File: config.mk
export PLATFORM = sky130hd
export DESIGN_NAME = idu_pipe
export DESIGN_NICKNAME = d
export VERILOG_FILES = /design/src/rtl/idu_pipe.sv
export SDC_FILE = /design/constraint.sdc
export NUM_CORES = 1
export LEC_CHECK = 0
export BUFFER_PORTS_ARGS = -buffer_cell sky130_fd_sc_hd__buf_2
export CORE_UTILIZATION = 45
export DETAILED_ROUTE_END_ITERATION = 8
export GPL_ROUTABILITY_DRIVEN = 0
export PLACE_DENSITY = 0.7
export SYNTH_ARGS = -nofsm -noshare
export SYNTH_HDL_FRONTEND = slang
export SYNTH_SLANG_ARGS = --single-unit
File: constraint.sdc
create_clock -name clk -period 10 [get_ports clk]
set_clock_uncertainty 0.15 [all_clocks]
set_input_delay 0.5 -clock clk [delete_from_list [all_inputs] [get_ports clk]]
set_output_delay 0.5 -clock clk [all_outputs]
set_load 0.05 [all_outputs]
File: src/rtl/idu_pipe.sv
// RV32I/RV32E decode stage: classifies a fetched instruction, builds its immediate and
// register fields, stalls on RAW/WAW hazards and presents the result in a one-entry output register.
module idu_pipe #(
    parameter int XLEN   = 32,
    parameter int NR_REG = 32,
    parameter int AW     = $clog2(NR_REG)
) (
    input  logic            clk,
    input  logic            rst,
    input  logic            flush,
    input  logic            in_valid,
    output logic            in_ready,
    input  logic [31:0]     in_inst,
    input  logic [XLEN-1:0] in_pc,
    output logic            out_valid,
    input  logic            out_ready,
    output logic [XLEN-1:0] out_pc,
    output logic [15:0]     out_inst_type,
    output logic [2:0]      out_funct3,
    output logic            out_funct7b5,
    output logic [XLEN-1:0] out_imm,
    output logic [AW-1:0]   out_rs1,
    output logic [AW-1:0]   out_rs2,
    output logic [AW-1:0]   out_rd,
    output logic            out_rd_wen,
    output logic            out_illegal,
    input  logic            wb_valid,
    input  logic [AW-1:0]   wb_rd
);

    logic [6:0]        opcode;
    logic [2:0]        f3;
    logic [6:0]        f7;
    logic [4:0]        rs1_f, rs2_f, rd_f;
    logic [10:0]       cls;
    logic              use_rs1, use_rs2, use_rd;
    logic              range_bad, dec_legal;
    logic [31:0]       imm32;
    logic [15:0]       dec_type;
    logic [XLEN-1:0]   dec_imm;
    logic [AW-1:0]     dec_rs1, dec_rs2, dec_rd;
    logic              dec_wen;
    logic [NR_REG-1:0] pending, blocked;
    logic              hazard, accept, fire;

    assign opcode = in_inst[6:0];
    assign f3     = in_inst[14:12];
    assign f7     = in_inst[31:25];
    assign rs1_f  = in_inst[19:15];
    assign rs2_f  = in_inst[24:20];
    assign rd_f   = in_inst[11:7];

    // cls bit order matches out_inst_type bits 0..10
    always_comb begin
        cls = '0;
        case (opcode)
            7'b0110111: cls[0] = 1'b1;
            7'b0010111: cls[1] = 1'b1;
            7'b1101111: cls[2] = 1'b1;
            7'b1100111: cls[3] = (f3 == 3'b000);
            7'b1100011: cls[4] = (f3 != 3'b010) && (f3 != 3'b011);
            7'b0000011: cls[5] = (f3 == 3'b000) || (f3 == 3'b001) || (f3 == 3'b010) ||
                                 (f3 == 3'b100) || (f3 == 3'b101);
            7'b0100011: cls[6] = (f3 == 3'b000) || (f3 == 3'b001) || (f3 == 3'b010);
            7'b0010011: begin
                case (f3)
                    3'b001:  cls[7] = (f7 == 7'b0000000);
                    3'b101:  cls[7] = (f7 == 7'b0000000) || (f7 == 7'b0100000);
                    default: cls[7] = 1'b1;
                endcase
            end
            7'b0110011: cls[8] = (f7 == 7'b0000000) ||
                                 ((f7 == 7'b0100000) && ((f3 == 3'b000) || (f3 == 3'b101)));
            default: ;
        endcase
        cls[9]  = (in_inst == 32'h0010_0073);
        cls[10] = (in_inst == 32'h0000_0073);
    end

    assign use_rs1 = cls[3] | cls[4] | cls[5] | cls[6] | cls[7] | cls[8];
    assign use_rs2 = cls[4] | cls[6] | cls[8];
    assign use_rd  = cls[0] | cls[1] | cls[2] | cls[3] | cls[5] | cls[7] | cls[8];

    assign range_bad = (use_rs1 && ({1'b0, rs1_f} >= 6'(NR_REG))) ||
                       (use_rs2 && ({1'b0, rs2_f} >= 6'(NR_REG))) ||
                       (use_rd  && ({1'b0, rd_f}  >= 6'(NR_REG)));
    assign dec_legal = (cls != '0) && !range_bad;

    always_comb begin
        imm32 = '0;
        if (cls[3] || cls[5] || cls[7])
            imm32 = {{20{in_inst[31]}}, in_inst[31:20]};
        else if (cls[6])
            imm32 = {{20{in_inst[31]}}, in_inst[31:25], in_inst[11:7]};
        else if (cls[4])
            imm32 = {{19{in_inst[31]}}, in_inst[31], in_inst[7], in_inst[30:25], in_inst[11:8], 1'b0};
        else if (cls[0] || cls[1])
            imm32 = {in_inst[31:12], 12'b0};
        else if (cls[2])
            imm32 = {{11{in_inst[31]}}, in_inst[31], in_inst[19:12], in_inst[20], in_inst[30:21], 1'b0};
    end

    assign dec_type = dec_legal ? {5'b0, cls} : '0;
    assign dec_imm  = dec_legal ? XLEN'($signed(imm32)) : '0;
    assign dec_rs1  = (dec_legal && use_rs1) ? rs1_f[AW-1:0] : '0;
    assign dec_rs2  = (dec_legal && use_rs2) ? rs2_f[AW-1:0] : '0;
    assign dec_rd   = (dec_legal && use_rd)  ? rd_f[AW-1:0]  : '0;
    assign dec_wen  = dec_legal && use_rd && (rd_f != 5'd0);

    // A register is blocked if still pending (unless retiring this cycle) or owned by the held entry
    always_comb begin
        blocked = pending;
        if (wb_valid)
            blocked[wb_rd] = 1'b0;
        if (out_valid && out_rd_wen)
            blocked[out_rd] = 1'b1;
        blocked[0] = 1'b0;
    end

    assign hazard   = blocked[dec_rs1] | blocked[dec_rs2] | blocked[dec_rd];
    assign in_ready = (~out_valid | out_ready) & ~hazard & ~flush;
    assign accept   = in_valid & in_ready;
    assign fire     = out_valid & out_ready;

    always_ff @(posedge clk or negedge rst) begin
        if (!rst) begin
            out_valid     <= 1'b0;
            out_pc        <= '0;
            out_inst_type <= '0;
            out_funct3    <= '0;
            out_funct7b5  <= 1'b0;
            out_imm       <= '0;
            out_rs1       <= '0;
            out_rs2       <= '0;
            out_rd        <= '0;
            out_rd_wen    <= 1'b0;
            out_illegal   <= 1'b0;
        end else if (accept) begin
            out_valid     <= 1'b1;
            out_pc        <= in_pc;
            out_inst_type <= dec_type;
            out_funct3    <= f3;
            out_funct7b5  <= in_inst[30];
            out_imm       <= dec_imm;
            out_rs1       <= dec_rs1;
            out_rs2       <= dec_rs2;
            out_rd        <= dec_rd;
            out_rd_wen    <= dec_wen;
            out_illegal   <= !dec_legal;
        end else if (fire || flush) begin
            out_valid     <= 1'b0;
        end
    end

    // Issue sets take priority over a same-cycle writeback to the same register
    always_ff @(posedge clk or negedge rst) begin
        if (!rst) begin
            pending <= '0;
        end else begin
            for (int i = 1; i < NR_REG; i++) begin
                if (fire && out_rd_wen && (out_rd == AW'(i)))
                    pending[i] <= 1'b1;
                else if (wb_valid && (wb_rd == AW'(i)))
                    pending[i] <= 1'b0;
            end
            pending[0] <= 1'b0;
        end
    end

endmodule

* Word-level counts from Yosys, hierarchy flattened
Index checks and enable logic that the tools add are counted.
** Word-level totals
- Output and inout bits :: 103
- Logic and storage cells :: 371
- Flip-flop bits (word level) :: 133
- Input port bits :: 75
** Operators by class
- Eq/ne operators :: 80
- Reductions and logical operators :: 120
- Bitwise operators :: 26
- Mux-type cells :: 96
- Order comparisons :: 7
** Operators by type and width (number)
- two-way mux 32 bit :: 8
- equality test 5 bit (second input constant) :: 32
- equality test 5 x 4 -> 1 bit (second input constant) :: 16
- two-way mux 1 bit :: 78
- logical AND 1 bit :: 72
- nonzero test 2 bit :: 32
- equality test 5 x 3 -> 1 bit (second input constant) :: 8
- AND 32 bit :: 1
- equality test 32 x 21 -> 1 bit (second input constant) :: 1
- equality test 32 x 7 -> 1 bit (second input constant) :: 1
- inverter 32 bit :: 1
- OR 32 bit :: 1
- less-than comparator 5 x 6 -> 1 bit (second input constant) :: 5
- equality test 7 x 6 -> 1 bit (second input constant) :: 4
- equality test 7 bit (second input constant) :: 3
- equality test 5 x 2 -> 1 bit (second input constant) :: 4
- OR 1 bit :: 16
- binary-select mux 1 bit (select 5 bit) :: 3
- two-way mux 5 bit :: 3
- equality test 7 x 5 -> 1 bit (second input constant) :: 2
- logical OR 1 bit :: 11
- two-way mux 11 bit :: 1
- nonzero test 11 bit :: 1
- demux 1 bit (select 5 bit) :: 2
- other kinds (14) :: 23

* Logic depth before layout (Yosys ltp)
- Depth after elaboration :: 21
- Depth in mapped cells :: 16
- Mapped depth without buffers :: 10

* Least setup slack after synthesis
OpenSTA, ideal clock, no wires.
- Kind :: input port to output port
- From :: in in_inst[14]
- To :: out in_ready
- Slack :: 6.186 ns
- Required time :: 9.350 ns
- Arrival time :: 3.164 ns
- Stages :: 12
- Path buffers :: 3
- Cells stage by stage :: buf_6 -> nand2b_1 -> a311oi_1 -> nor3_1 -> or3_1 -> buf_4 -> or2_1 -> buf_6 -> o2111ai_2 -> o211ai_1 -> nor4_1 -> nor2b_1
** Between the ends
- Longest elaborated chain between the ends :: 19
- Elaborated cells between the ends (all ways) :: 53
- Those cells by class :: 8 x eq/ne; 16 x mux; 16 x bitwise; 13 x reduce/logical
** Ends and longest elaborated chain
- from (decl) :: RTL line 13 : input logic [31:0] in_inst,
- equality test 3 x 1 -> 1 bit or zero test 3 bit (tied branches)
- logical OR 1 bit (2 in a row) :: RTL line 62, 64
- logical OR 1 bit :: RTL line 62 : 7'b0000011: cls[5] = (f3 == 3'b000) || (f3 == 3'b001) || (f3 == 3'b010) ||
- logical OR 1 bit :: RTL line 63 : (f3 == 3'b100) || (f3 == 3'b101);
- two-way mux 1 bit :: RTL line 56 : case (opcode)
- OR 1 bit (4 in a row) :: RTL line 80 : assign use_rs1 = cls[3] | cls[4] | cls[5] | cls[6] | cls[7] | cls[8];
- logical AND 1 bit :: RTL line 105 : assign dec_rs1 = (dec_legal && use_rs1) ? rs1_f[AW-1:0] : '0;
- two-way mux 5 bit :: RTL line 105
- binary-select mux 1 bit (select 5 bit) :: RTL line 120 : assign hazard = blocked[dec_rs1] | blocked[dec_rs2] | blocked[dec_rd];
- two-way mux 1 bit (not written as such) :: RTL line 120
- OR 1 bit :: RTL line 120
- OR 1 bit * :: RTL line 120
- inverter 1 bit * :: RTL line 121 : assign in_ready = (~out_valid | out_ready) & ~hazard & ~flush;
- AND 1 bit * (2 in a row) :: RTL line 121
- to (decl) :: RTL line 12 : output logic in_ready,
Mark *: on every way between the ends. The rest lies on a longest branch, timed or not. The select of a mux whose other input is x is not followed.

* Worst setup path in the final report
- From :: in in_inst[26]
- To :: reg out_pc[27]
** Between the ends
- Longest elaborated chain between the ends :: 16
- Elaborated cells between the ends (all ways) :: 34
- Those cells by class :: 3 x eq/ne; 12 x mux; 11 x bitwise; 8 x reduce/logical
** Ends and longest elaborated chain
- equality test 7 x 6 -> 1 bit or zero test 7 bit (tied branches)
- logical OR 1 bit :: RTL line 68 : 3'b101: cls[7] = (f7 == 7'b0000000) || (f7 == 7'b0100000);
- case mux 1 bit (2 select lines) :: RTL line 66 : case (f3)
- two-way mux 1 bit :: RTL line 56
- OR 1 bit (2 in a row) :: RTL line 80
- logical AND 1 bit :: RTL line 105
- two-way mux 5 bit :: RTL line 105
- binary-select mux 1 bit (select 5 bit) :: RTL line 120
- two-way mux 1 bit (not written as such) :: RTL line 120
- OR 1 bit :: RTL line 120
- OR 1 bit * :: RTL line 120
- inverter 1 bit * :: RTL line 121
- AND 1 bit * (2 in a row) :: RTL line 121
- AND 1 bit * :: RTL line 122 : assign accept = in_valid & in_ready;
- to (signal assigned) :: RTL line 140 : out_pc <= in_pc;
- to (decl) :: RTL line 17 : output logic [XLEN-1:0] out_pc,
Marked as above.
A chain may end at the register's enable or synchronous reset.

==> run metrics <==
synthesized cell area 0.007094 mm²; initial antenna violation count 1; power density cells 170.2 mW/mm²; hold depth 2; DIE AREA 0.01627 mm²; Worst-Margin Slew 988.4 ps; PostCTS Resize Cnt 0; Hold Worst Slack 153.7 ps; Hold/Removal Path Class in -> reg; syn_area_per_cell 10.12 µm²; Worst slew margin 33.52%; Total GRT Usage 25.43%; fin nets 925; H-tree Lvls 4; share of cells above drive strength 1 35.03%; top cell type's share of synthesized area 45.15%; status completed; R2R Setup Slk 5140 ps; Hold Vio Cnt, Final 0; Vias/cell 5.734; post-synth top area cell dfrtp_1; Worst-Skew Late Latency 420 ps; Hold Path Sink out_pc[6]; postcts setup bufs 0; EDFF count, synth 0; TNS Setup 0 ps; Seq/Total Area, Yosys 45.15%; Peak Freq 0.2040 GHz; CTS root buf clkbuf_16; CTS tree done; Remaining Overflow, GRT 0; Post-Synthesis Cells 701; Tcrit/Tclk final 49.02%; largest net degree at the start of global routing 80; clock sink count 128; Core ar. 0.01531 mm²; Critical R2R Launch out_rd_wen; Initial Util 46.32%; #FFs+latches synth 128; main flop type after synthesis dfrtp_1; Placed Area 0.007938 mm²; CTS Buf Count 17; # DRC 0; WP data arrival 5050 ps; RR Endpoint out_pc[27]; Async SR Flop Fraction 100.0%; final setup vio count 0; Required @ worst endpoint 10150 ps; FF-to-FF path depth 11; initial DRC count 519; via count 6158; DRT antenna net count 0; critical path launch point type primary input; row cnt 45; Non-Filler Instances 1074; Critical Path Sink Type flip-flop; global-route wire length before repair 31800 µm; DP Cell Count 1041; post-route cell area 0.008506 mm²; Synth-to-Final Area Change 19.89%; crit-path max FO 69; IO Port Bufs 172; max_cap viols 0; Pleak 3.985 nW; Die X 127.6 µm; power after layout 1.448 mW; worst hold path startpoint in_pc[6]; Routed Wire Length 20000 µm; vias in the first global route 5783; 1st-pass router iterations 5; DP Wirelength 14330 µm; Min Clock Period, post-route 4902 ps; RSZ-0062 raised after global routing no; VDD IR max 0.0001028 V; Setup CP Type in -> reg; Die H 127.6 µm; Routed WL per cell 18.62 µm; count of unique library cells instantiated by Yosys 76; Clock Tree Buf Depth 2; synth top area cells dfrtp_1 (45%), mux2_2 (11%), o21ai_0 (7.5%), mux2i_1 (3.2%), nand2_1 (3.1%); Slew Limit Fails 0; io pins 178; clock transition at the registers of the reported paths 60 ps; Synth warnings 0
==> stage by stage <==
step / util [%] / setup slack, ps
finish: 55.54 / 5099
CTS: 55.52 / 5155
global placement: 51.83 / 4876
floorplan: - / 6186
detailed placement: 51.83 / 4727
global route: 55.54 / 4826
==> worst max-delay path, cell delays in order <==
cell and delay (ps):
buf_2 110, nor4_1 540, and4_1 280, a41o_1 420, and2_0 330, mux2i_1 220
nor2_1 60, o311a_1 330, nor4_1 320, and3b_4 630, buf_4 810, mux2_2 420
==> final cells by class <==
class | instances | area, µm²
well taps | 211 | 264.0
multi-input cells | 499 | 3480
diodes | 1 | 2.502
repair buffers | 176 | 895.9
clock inverters | 14 | 130.1
flip-flops and latches | 128 | 3203
inverters | 28 | 105.1
fillers | 1440 | 6809
clock buffers | 17 | 425.4
==> cell usage in the layout (no fill, tap or decap), types with 5 or more instances in the layout <==
cell type,instances
buf_2,171
dfrtp_1,128
o21ai_0,106
mux2_2,68
nand2_1,58
nor2_1,33
inv_1,25
mux2i_1,23
clkbuf_16,17
nand2b_1,15
nor3_1,13
a21oi_1,13
nand3_1,12
o21a_1,12
mux2_4,11
or3_1,10
nor2b_1,9
nand4_1,8
nor4_1,7
o22ai_1,6
o211ai_1,6
a22o_1,5
conb_1,5
inv_6,5
clkinvlp_4,5
==> worst max path at each step <==
stage | depth (start not counted) | slack, ps | endpoint | from
after floorplan | 12 | 6190 | in_ready | in_inst[14]
after global placement | 12 | 4880 | out_pc[28] | in_inst[26]
after detailed placement | 12 | 4730 | out_imm[28] | in_inst[26]
after CTS | 12 | 5160 | out_imm[28] | in_inst[26]
after global routing | 12 | 4830 | out_pc[27] | in_inst[26]
final | 12 | 5100 | out_pc[27] | in_inst[26]
==> report_power, final <==
part	total (mW)	internal [mW]	leakage, nW	switching [mW]
combinational	0.292	0.0830	2.03	0.209
sequential	0.569	0.551	1.70	0.0179
clock	0.587	0.343	0.259	0.245
==> per-layer routing <==
layer	GRT usage [%]	part of all wire (%)	vias up
met1	35.27	44	3013
met4	8.824	1.8	0
met2	39.44	47	281
li1	-	-	2837
met5	0	0	-
met3	5.360	7.5	27
==> synthesized netlist by cell type (11+ instances only) <==
| cell type | number |
|---|---|
| nand2_1 | 58 |
| nand2b_1 | 15 |
| dfrtp_1 | 128 |
| mux2_2 | 68 |
| o21ai_0 | 106 |
| nor2_1 | 33 |
| mux2_4 | 11 |
| mux2i_1 | 23 |
| buf_4 | 15 |
| nor3_1 | 13 |
| a21oi_1 | 13 |
| nand3_1 | 12 |
| clkbuf_1 | 21 |
| o21a_1 | 12 |
| inv_1 | 25 |
==> sequential cells by signal, summed over array words and instances, names as in the netlist <==
signal,flops
out_valid,1
out_funct3,3
out_pc,32
out_funct7b5,1
out_rd_wen,1
out_rs1,5
out_illegal,1
out_rs2,5
out_inst_type,11
out_rd,5
pending,31
out_imm,32
==> cells by family after synthesis <==
logic type             count (synthesis)  synth area share [%]
AO/OA/AOI/OAI                        186                 15.96
buffers and inverters                 78                 6.067
flip-flops                           128                 45.15
XOR/XNOR                               2                0.2470
AND/OR/NAND/NOR                      200                 14.89
other                                  1               0.05286
multiplexers                         106                 17.64
==> timing repair <==
item	4_1_cts	5_1_grt
setup endpoints to repair	0	0
hold buffers	1	0
hold endpoints to repair	49	0
No activity file was read; power rests on OpenSTA's default activity.
